===== config.mk =====
export PLATFORM = sky130hd
export DESIGN_NAME = lpc_dec
export DESIGN_NICKNAME = d
export VERILOG_FILES = /design/src/rtl/lpc_pkg.sv /design/src/rtl/lpc_lfsr16.sv /design/src/rtl/lpc_dec.sv
export SDC_FILE = /design/constraint.sdc
export NUM_CORES = 2
export LEC_CHECK = 0
export BUFFER_PORTS_ARGS = -buffer_cell sky130_fd_sc_hd__buf_4
export CORE_ASPECT_RATIO = 1.25
export CORE_UTILIZATION = 29
export DETAILED_ROUTE_END_ITERATION = 10
export SLEW_MARGIN = 20
export SYNTH_ARGS = -nofsm -noshare
export SYNTH_HDL_FRONTEND = slang
export SYNTH_SLANG_ARGS = --single-unit
export TNS_END_PERCENT = 30

===== constraint.sdc =====
create_clock -name clk -period 18.85 [get_ports clk]
set_input_delay 1.885 -clock clk [delete_from_list [all_inputs] [get_ports clk]]
set_output_delay 1.885 -clock clk [all_outputs]
set_load 0.05 [all_outputs]

===== src/rtl/lpc_pkg.sv =====
`default_nettype none
// ============================================================================
// Module      : lpc_pkg
// Description : Shared constants, types and helpers for the LPC synthesis
//               (decode) block: Q-format widths, register map, FSM states,
//               LFSR taps and the output saturation function.
// Revision    : 1.0 - initial release
// ============================================================================
package lpc_pkg;

  // Q-format and filter geometry
  localparam int COEF_FRAC = 12;   // Q4.12 coefficients, 4096 = 1.0
  localparam int LPC_ORDER = 10;   // all-pole filter order
  localparam int ACC_W     = 40;   // MAC accumulator width
  localparam int EXC_W     = 17;   // excitation width (sign + 16-bit gain)

  // Register map
  localparam logic [15:0] ADDR_PITCH  = 16'h0000;
  localparam logic [15:0] ADDR_GAIN   = 16'h0001;
  localparam logic [15:0] ADDR_STATUS = 16'h0002;
  localparam logic [15:0] ADDR_HCLR   = 16'h0003;
  localparam logic [15:0] READ_BAD    = 16'h0BAD;

  // Fibonacci LFSR x^16+x^14+x^13+x^11+1, right-shifting form:
  // feedback is the parity of bits 0, 2, 3 and 5, inserted at bit 15.
  localparam logic [15:0] LFSR_TAPS = 16'h002D;

  // Saturation bounds expressed at accumulator width
  localparam logic signed [ACC_W-1:0] SAT_MAX = 40'sd32767;
  localparam logic signed [ACC_W-1:0] SAT_MIN = -40'sd32768;

  typedef enum logic [1:0] {
    ST_IDLE = 2'd0,
    ST_EXC  = 2'd1,
    ST_MAC  = 2'd2,
    ST_OUT  = 2'd3
  } state_t;

  // Rescale a Q.12-weighted accumulator to a Q1.15 sample, clamping instead
  // of wrapping so a runaway filter holds at full scale.
  function automatic logic signed [15:0] sat16(input logic signed [ACC_W-1:0] a);
    logic signed [ACC_W-1:0] s;
    s = a >>> COEF_FRAC;
    if (s > SAT_MAX)
      return 16'sh7FFF;
    else if (s < SAT_MIN)
      return 16'sh8000;
    else
      return s[15:0];
  endfunction

endpackage
`default_nettype wire


===== src/rtl/lpc_lfsr16.sv =====
`default_nettype none
// ============================================================================
// Module      : lpc_lfsr16
// Description : 16-bit Fibonacci LFSR used as the unvoiced noise source.
//               Advances one position per cycle while step is high.
// Revision    : 1.0 - initial release
// ============================================================================
module lpc_lfsr16
  import lpc_pkg::*;
#(
  parameter logic [15:0] SEED = 16'hACE1
) (
  input  logic        clk,
  input  logic        rst,
  input  logic        step,
  output logic [15:0] lfsr
);

  // Shift right, feeding the tap parity back into the MSB
  always_ff @(posedge clk) begin
    if (rst)
      lfsr <= SEED;
    else if (step)
      lfsr <= {^(lfsr & LFSR_TAPS), lfsr[15:1]};
  end

endmodule
`default_nettype wire


===== src/rtl/lpc_dec.sv =====
`default_nettype none
// ============================================================================
// Module      : lpc_dec
// Description : LPC synthesis filter. Latches predictor coefficients and the
//               voicing flag, builds a pitch-pulse or noise excitation per
//               sample strobe and runs a 10th-order all-pole filter through
//               one shared sequential MAC. Pitch, gain and status sit behind
//               a 16-bit register port.
// Revision    : 1.0 - initial release
// ============================================================================
module lpc_dec
  import lpc_pkg::*;
#(
  parameter logic [15:0] DEF_PITCH = 16'd80,
  parameter logic [15:0] DEF_GAIN  = 16'd4096,
  parameter logic [15:0] LFSR_SEED = 16'hACE1
) (
  input  logic               clk,
  input  logic               rst,
  input  logic signed [15:0] A0,
  input  logic signed [15:0] A1,
  input  logic signed [15:0] A2,
  input  logic signed [15:0] A3,
  input  logic signed [15:0] A4,
  input  logic signed [15:0] A5,
  input  logic signed [15:0] A6,
  input  logic signed [15:0] A7,
  input  logic signed [15:0] A8,
  input  logic signed [15:0] A9,
  input  logic signed [15:0] A10,
  input  logic               voiced,
  input  logic               load,
  input  logic               v,
  output logic signed [15:0] y,
  output logic               vout,
  input  logic [15:0]        address,
  input  logic               read,
  input  logic               write,
  input  logic [15:0]        writedata,
  output logic [15:0]        readdata
);

  state_t state, next_state;

  // Coefficient inputs gathered into an array; index i holds A(i+1)
  logic signed [15:0] a_in     [LPC_ORDER];
  logic signed [15:0] shadow_a [LPC_ORDER];
  logic signed [15:0] act_a    [LPC_ORDER];
  logic signed [15:0] hist     [LPC_ORDER];   // hist[i] = y[n-1-i]
  logic [15:0]        shadow_a0;
  logic               shadow_voiced;
  logic               act_voiced;

  logic signed [ACC_W-1:0] acc;
  logic [3:0]              k;
  logic [3:0]              k_idx;
  logic [15:0]             pitch;
  logic [15:0]             gain;
  logic [15:0]             pcnt;
  logic [15:0]             pcnt_inc;
  logic                    overrun;
  logic [15:0]             lfsr_q;

  logic                    accept;
  logic                    voiced_src;
  logic signed [EXC_W-1:0] gain_ext;
  logic signed [EXC_W-1:0] exc;
  logic signed [31:0]      prod;
  logic signed [ACC_W-1:0] prod_ext;
  logic                    wr_pitch, wr_gain, wr_status, wr_hclr;
  logic                    ovr_set;

  assign a_in[0] = A1;
  assign a_in[1] = A2;
  assign a_in[2] = A3;
  assign a_in[3] = A4;
  assign a_in[4] = A5;
  assign a_in[5] = A6;
  assign a_in[6] = A7;
  assign a_in[7] = A8;
  assign a_in[8] = A9;
  assign a_in[9] = A10;

  // A load coinciding with an accepted strobe feeds the new set straight in
  assign voiced_src = load ? voiced : shadow_voiced;

  assign gain_ext = {1'b0, gain};
  assign pcnt_inc = pcnt + 16'd1;

  // Excitation uses the LFSR and pitch counter values before they advance
  always_comb begin
    exc = '0;
    if (act_voiced)
      exc = (pcnt == 16'd0) ? gain_ext : '0;
    else
      exc = lfsr_q[0] ? gain_ext : -gain_ext;
  end

  // One tap of the filter per MAC cycle
  assign k_idx    = k - 4'd1;
  assign prod     = act_a[k_idx] * hist[k_idx];
  assign prod_ext = {{(ACC_W-32){prod[31]}}, prod};

  assign wr_pitch  = write && (address == ADDR_PITCH);
  assign wr_gain   = write && (address == ADDR_GAIN);
  assign wr_status = write && (address == ADDR_STATUS);
  assign wr_hclr   = write && (address == ADDR_HCLR);
  assign ovr_set   = v && (state != ST_IDLE);

  lpc_lfsr16 #(
    .SEED (LFSR_SEED)
  ) u_lfsr (
    .clk  (clk),
    .rst  (rst),
    .step (state == ST_EXC),
    .lfsr (lfsr_q)
  );

  // FSM state register
  always_ff @(posedge clk) begin
    if (rst)
      state <= ST_IDLE;
    else
      state <= next_state;
  end

  // FSM next-state logic: EXC for one cycle, MAC for LPC_ORDER, OUT for one
  always_comb begin
    next_state = state;
    accept     = 1'b0;
    case (state)
      ST_IDLE: begin
        if (v) begin
          next_state = ST_EXC;
          accept     = 1'b1;
        end
      end
      ST_EXC:  next_state = ST_MAC;
      ST_MAC:  if (k == 4'(LPC_ORDER)) next_state = ST_OUT;
      ST_OUT:  next_state = ST_IDLE;
      default: next_state = ST_IDLE;
    endcase
  end

  // Shadow coefficient set, written by load regardless of FSM state
  always_ff @(posedge clk) begin
    if (rst) begin
      for (int i = 0; i < LPC_ORDER; i++) shadow_a[i] <= '0;
      shadow_a0     <= '0;
      shadow_voiced <= 1'b0;
    end else if (load) begin
      for (int i = 0; i < LPC_ORDER; i++) shadow_a[i] <= a_in[i];
      shadow_a0     <= A0;
      shadow_voiced <= voiced;
    end
  end

  // Active coefficient set, refreshed only when a sample starts
  always_ff @(posedge clk) begin
    if (rst) begin
      for (int i = 0; i < LPC_ORDER; i++) act_a[i] <= '0;
      act_voiced <= 1'b0;
    end else if (accept) begin
      for (int i = 0; i < LPC_ORDER; i++) act_a[i] <= load ? a_in[i] : shadow_a[i];
      act_voiced <= voiced_src;
    end
  end

  // Sample datapath: excitation load, MAC, output and history update
  always_ff @(posedge clk) begin
    if (rst) begin
      acc  <= '0;
      k    <= 4'd0;
      pcnt <= 16'd0;
      y    <= '0;
      vout <= 1'b0;
      for (int i = 0; i < LPC_ORDER; i++) hist[i] <= '0;
    end else begin
      vout <= 1'b0;
      case (state)
        ST_IDLE: begin
          // Entering voiced speech restarts the pitch train on an impulse
          if (accept && voiced_src && !act_voiced)
            pcnt <= 16'd0;
          if (wr_hclr)
            for (int i = 0; i < LPC_ORDER; i++) hist[i] <= '0;
        end
        ST_EXC: begin
          acc <= {{(ACC_W-EXC_W-COEF_FRAC){exc[EXC_W-1]}}, exc, {COEF_FRAC{1'b0}}};
          k   <= 4'd1;
          if ((pitch <= 16'd1) || (pcnt_inc >= pitch))
            pcnt <= 16'd0;
          else
            pcnt <= pcnt_inc;
        end
        ST_MAC: begin
          acc <= acc - prod_ext;
          k   <= k + 4'd1;
        end
        ST_OUT: begin
          y       <= sat16(acc);
          vout    <= 1'b1;
          hist[0] <= sat16(acc);
          for (int i = 1; i < LPC_ORDER; i++) hist[i] <= hist[i-1];
        end
        default: ;
      endcase
    end
  end

  // Control registers; an overrun in the same cycle as a clear stays set
  always_ff @(posedge clk) begin
    if (rst) begin
      pitch   <= DEF_PITCH;
      gain    <= DEF_GAIN;
      overrun <= 1'b0;
    end else begin
      if (wr_pitch) pitch <= writedata;
      if (wr_gain)  gain  <= writedata;
      overrun <= ovr_set | (overrun & ~(wr_status & writedata[0]));
    end
  end

  // Registered read port; reads see the value before a same-cycle write
  always_ff @(posedge clk) begin
    if (rst)
      readdata <= '0;
    else if (read) begin
      case (address)
        ADDR_PITCH:  readdata <= pitch;
        ADDR_GAIN:   readdata <= gain;
        ADDR_STATUS: readdata <= {15'd0, overrun};
        ADDR_HCLR:   readdata <= 16'd0;
        default:     readdata <= READ_BAD;
      endcase
    end else
      readdata <= '0;
  end

endmodule
`default_nettype wire


# Word-level counts from Yosys, hierarchy flattened
# Memories as Yosys holds them, arrays and structs flattened.
# Cells that the tools add are included.
# op_classes
n_addsub,5
multipliers,1
div,0
order_cmp,4
eq_ne,10
shift,0
n_mux,84
bitwise_logic,45
reduce_logical,19
# op_table
operator,n
2-to-1 mux 16 bit,57
one-hot mux 40 bit (2 select lines),1
one-hot mux 16 bit (4 select lines),1
OR 1 bit,41
subtractor 40 x 32 -> 40 bit,1
2-to-1 mux 17 bit,2
"== test 16 x 2 -> 1 bit, second input constant",2
zero test 16 bit,2
multiplier 16 x 16 -> 32 bit,1
one-hot mux 16 bit (2 select lines),1
"> comparator 28 x 16 -> 1 bit, second input constant",1
"less-than comparator 28 x 16 -> 1 bit, second input constant",1
2-to-1 mux 1 bit,18
negator 16 -> 17 bit,1
"adder 16 x 1 -> 16 bit, second input constant",1
"== test 16 x 1 -> 1 bit, second input constant",1
greater-or-equal comparator 16 bit,1
"less-or-equal comparator 16 x 1 -> 1 bit, second input constant",1
XOR reduction 16 bit,1
one-hot mux 2 bit (4 select lines),1
one-hot mux 4 bit (2 select lines),1
logical AND 1 bit,7
"!= test 2 bit, second input constant",3
nonzero test 2 bit,3
13 further kinds,18
# word_totals
ff_bits,146
latchBits,0
ram_bits,480
romBits,0
in_bits,215
output_inout_bits,33
elab_cells,184
n_memories,3
# mem_list
memory,words,word_bits,read_ports,rd_clocked_by_memory_dff,wr,line_no,rtl
act_a,10,16,1,0,10,lpc_dec.sv:48,logic signed [15:0] act_a [LPC_ORDER];
hist,10,16,10,0,10,lpc_dec.sv:49,logic signed [15:0] hist [LPC_ORDER];
shadow_a,10,16,10,0,10,lpc_dec.sv:47,logic signed [15:0] shadow_a [LPC_ORDER];

# Depth between registers and ports, before layout
# logic_depth
ltp_word,8
mapped_depth,36
depth_no_buf,33

# Modules after synthesis
# From an unflattened synthesis, not the netlist that was laid out.
# hier_totals
hier_cells,3940
area_unflattened_um2,41350.9
# modules_own_cells
mod,instances,cells_per_inst,area_each_um2,seq_area_each_um2
lpc_dec,1,3885,40751.6,17016.3
lpc_lfsr16,1,55,599.3,320.3

# Worst setup path before layout
# No wires, ideal clock.
# synth_path
kind,input to register
startpoint,in address[0]
endpoint,"mem hist[0][0], enable pin"
setup_ns,0.847
arrival_time_ns,12.810
t_required_ns,18.003
setup_slack_ns,5.194
cell_stages,4
path_buffers,2
cell_sequence,clkbuf_1 clkbuf_1 nand3_1 o21ai_0
# synth_lines
item,line_no,rtl
start: declaration,lpc_dec.sv:36,"input logic [15:0] address,"
end: declaration,lpc_dec.sv:49,

# Final worst setup path
# layout_path
startpoint,reg k[0]
endpoint,reg acc[38]
# layout_via
elab_chain_cells,5
word_cells_on_any_way,6
cone_classes,2 x add/sub; 1 x mul; 1 x mux; 2 x memory
# layout_rtl
item,line_no,rtl
start: declaration,lpc_dec.sv:55,logic [3:0] k;
start signal: assignment,lpc_dec.sv:198,k <= k + 4'd1;
subtractor 4 x 1 -> 4 bit (*),lpc_dec.sv:100,assign k_idx = k - 4'd1;
memory read (10 x 16 bit) (on tied branches),-,
multiplier 16 x 16 -> 32 bit (*),lpc_dec.sv:101,assign prod = act_a[k_idx] * hist[k_idx];
subtractor 40 x 32 -> 40 bit (*),lpc_dec.sv:197,acc <= acc - prod_ext;
one-hot mux 40 bit (2 select lines) (*),lpc_dec.sv:180,case (state)
end signal: assignment,lpc_dec.sv:189,"acc <= {{(ACC_W-EXC_W-COEF_FRAC){exc[EXC_W-1]}}, exc, {COEF_FRAC{1'b0}}};"
end signal: assignment,lpc_dec.sv:197,
end: declaration,lpc_dec.sv:54,logic signed [ACC_W-1:0] acc;
# Mark *: on every way between the ends. The rest lies on a longest branch, timed or not.
# A chain may end at the register's enable or synchronous reset.

==> out/metrics.cfg <==
[run_status]
status = complete, but fails checks
failed_checks = DRC

[floorplan]
io-pin-count = 248
core_mm2 = 0.1407
dieArea_mm2 = 0.1430
fp.dieH_um = 422.6
die-width_um = 338.5
start_util_pct = 29.18
num_rows = 154

[critical_path]
critical_path_required_ns = 19.45
worstSetupPathType = register to register
path_max_fanout = 35
reg2reg_slack_ns = 8.15
cp_common_cell = fa_1
startpoint_type = register
cpPeakStageDelay_ns = 0.94
crit_path_end_kind = register
slowest_stage = o311ai_0
cp.arrival_ns = 11.29

[detailed_routing]
drtIter0Drc = 2122
routedWlPerCell_um = 18.46
route.detailed.drc = 1
vias_per_cell = 4.757
first_pass_iters = 8
vias = 28360
routed_wl_mm = 110.1
ant_nets = 0

[cts]
cts_hold_buffers = 0
root_buffer = clkbuf_16
cts.clk_slew.worst_paths_ns = 0.06
cts_buffers = 67
cts_tree = built
postCtsSetupBuffers = 0
cts_resized = 0
clock_tree.buffer_depth = 3
cts_sinks = 626
cts_max_level = 3
clk-insertion-delay-late_ns = 0.69

[sta]
setup_violations = 0
maxSlewHeadroom_pct = 15.25
worst_pin_slew_ns = 1.271
period_share_pct = 56.74
finalHoldViolations = 0
fmax_ghz = 0.09349
rsz0062_at_grt = no
slew_violations = 0
min_period_ns = 10.70
skew_ns = 0.04789
tns_ns = 0
fin_ws_ns = 8.154

[place]
gp_congestion = 0.8782
dp_hpwl_mm = 79.20
dp_slack_ns = 8.097
portBuffers = 231

[synth]
ys_types = 73
synth_ff_type = edfxtp_1
async_flop_share_pct = 0
synthTopCellsByArea = edfxtp_1 35%, fa_1 17%, dfxtp_1 7.1%, inv_1 4.5%, ha_1 4.0%
mappedNetlistArea_mm2 = 0.04104
syn_inst = 3894
ys_ff_latch = 626
syn_nets = 4583
synth_edf_count = 480
synth_area_per_cell_um2 = 10.54
synth_top_cell_by_area = edfxtp_1
ys_warn_count = 0
synth.yosys.seq_area_share_pct = 42.24
synthDominantCellAreaShare_pct = 35.12

[min_path]
hold_path.class = register to register

[layout]
final_cell_mix = 489 x inv_1, 480 x edfxtp_1, 406 x nor2_1
fill_cells = 14320
drive_above_1_share_pct = 12.09
layout_commonest_cell = inv_1
syn2layout_area_growth_pct = 14.66
fin_nets = 4729

[flow_run]
max-cap-violations = 0

[global_route]
track_usage_pct = 15.55
grt_pass1_vias = 29620
grt_remaining_overflow = 0
grt_first_pass_wirelength_mm = 172.9
grt_max_degree = 218
antenna_found_initial = 8

[final cells by class]
class                      instances  area, µm²  share of cell area [%]
antenna                            3      7.507                 0.01595
clock buffer                      81       1779                   3.781
clock inverter                    35      361.6                  0.7684
inverter                         491       1843                   3.916
multi-input combinational       2577      21270                   45.19
sequential                       626      17340                   36.85
tap                             1872       2342                   4.977
timing repair buffer             277       2118                   4.501
[sequential cells by signal, indices dropped and copies added (netlist names)]
register       cells
acc               40
act_a            160
act_voiced         1
gain              16
hist             160
k                  4
overrun            1
pcnt              16
pitch             16
readdata          16
shadow_a         160
shadow_voiced      1
state              2
u_lfsr.lfsr       16
vout               1
y                 16
[path summary, 6_finish.rpt]
kind	startpoint	to	depth (start not counted)
worst max-delay path	k[0]$_SDFFE_PP0P_	acc[38]$_SDFFE_PP0P_	26
worst min-delay path	y[7]$_SDFFE_PP0N_	y[7]$_SDFFE_PP0N_	1
worst max register to register	k[0]$_SDFFE_PP0P_	acc[38]$_SDFFE_PP0P_	26
worst min register to register	y[7]$_SDFFE_PP0N_	y[7]$_SDFFE_PP0N_	1
[cells in the mapped netlist, drive strengths merged (22+ instances only)]
master  count
inv       489
edfxtp    480
nor2      408
nand2     403
fa        344
a21oi     278
clkbuf    178
and2      175
nand2b    167
dfxtp     146
ha        130
a21o       74
mux2i      73
mux4       62
nor2b      56
o21ai      55
a211oi     43
xnor2      36
nand3      30
buf        22
[layer usage]
| metal | vias to the layer above | global-route usage [%] | wire length [µm] |
|---|---|---|---|
| met1 | 14200 | 18.71 | 44300 |
| met4 | 10 | 7.798 | 5167 |
| met2 | 759 | 26.74 | 54850 |
| met5 | - | 0 | 70 |
| met3 | 214 | 2.565 | 5706 |
| li1 | 13180 | - | - |
[logic make-up (layout without fill, tap and decap cells)]
logic type | count (synthesis) | count (layout) | share of synthesized area (%)
buffers and inverters | 691 | 884 | 6.344
AOI/OAI and AO/OA | 555 | 555 | 8.356
DFF | 626 | 626 | 42.24
other | 0 | 3 | 0
xor gates and xnor gates | 58 | 58 | 1.290
and+or+nand+nor | 1342 | 1342 | 15.49
adders and majority gates | 474 | 474 | 20.74
muxes | 148 | 148 | 5.539
[critical path, delay by kind of cell, from the launching register on]
family	cells	cell delay [ns]
fa+ha+maj	8	4.32
compound gates	7	3.13
flops	1	0.82
buf+inv	6	1.27
simple gates	3	0.50
mux	2	0.45
[through the flow]
stage	std cells	hold WS, ns	util (%)	area, µm²
floorplan	3894	0.4314	-	41040
global placement	5842	0.4370	31.90	44860
detailed placement	5842	0.4410	31.91	44880
CTS	5958	0.4557	33.43	47020
global route	5962	0.4604	33.46	47060
finish	5962	0.4514	33.46	47060
Power is left out: the tool's default activity adds up to more than one toggle a clock period on the data nets, which glitch-free logic cannot reach.
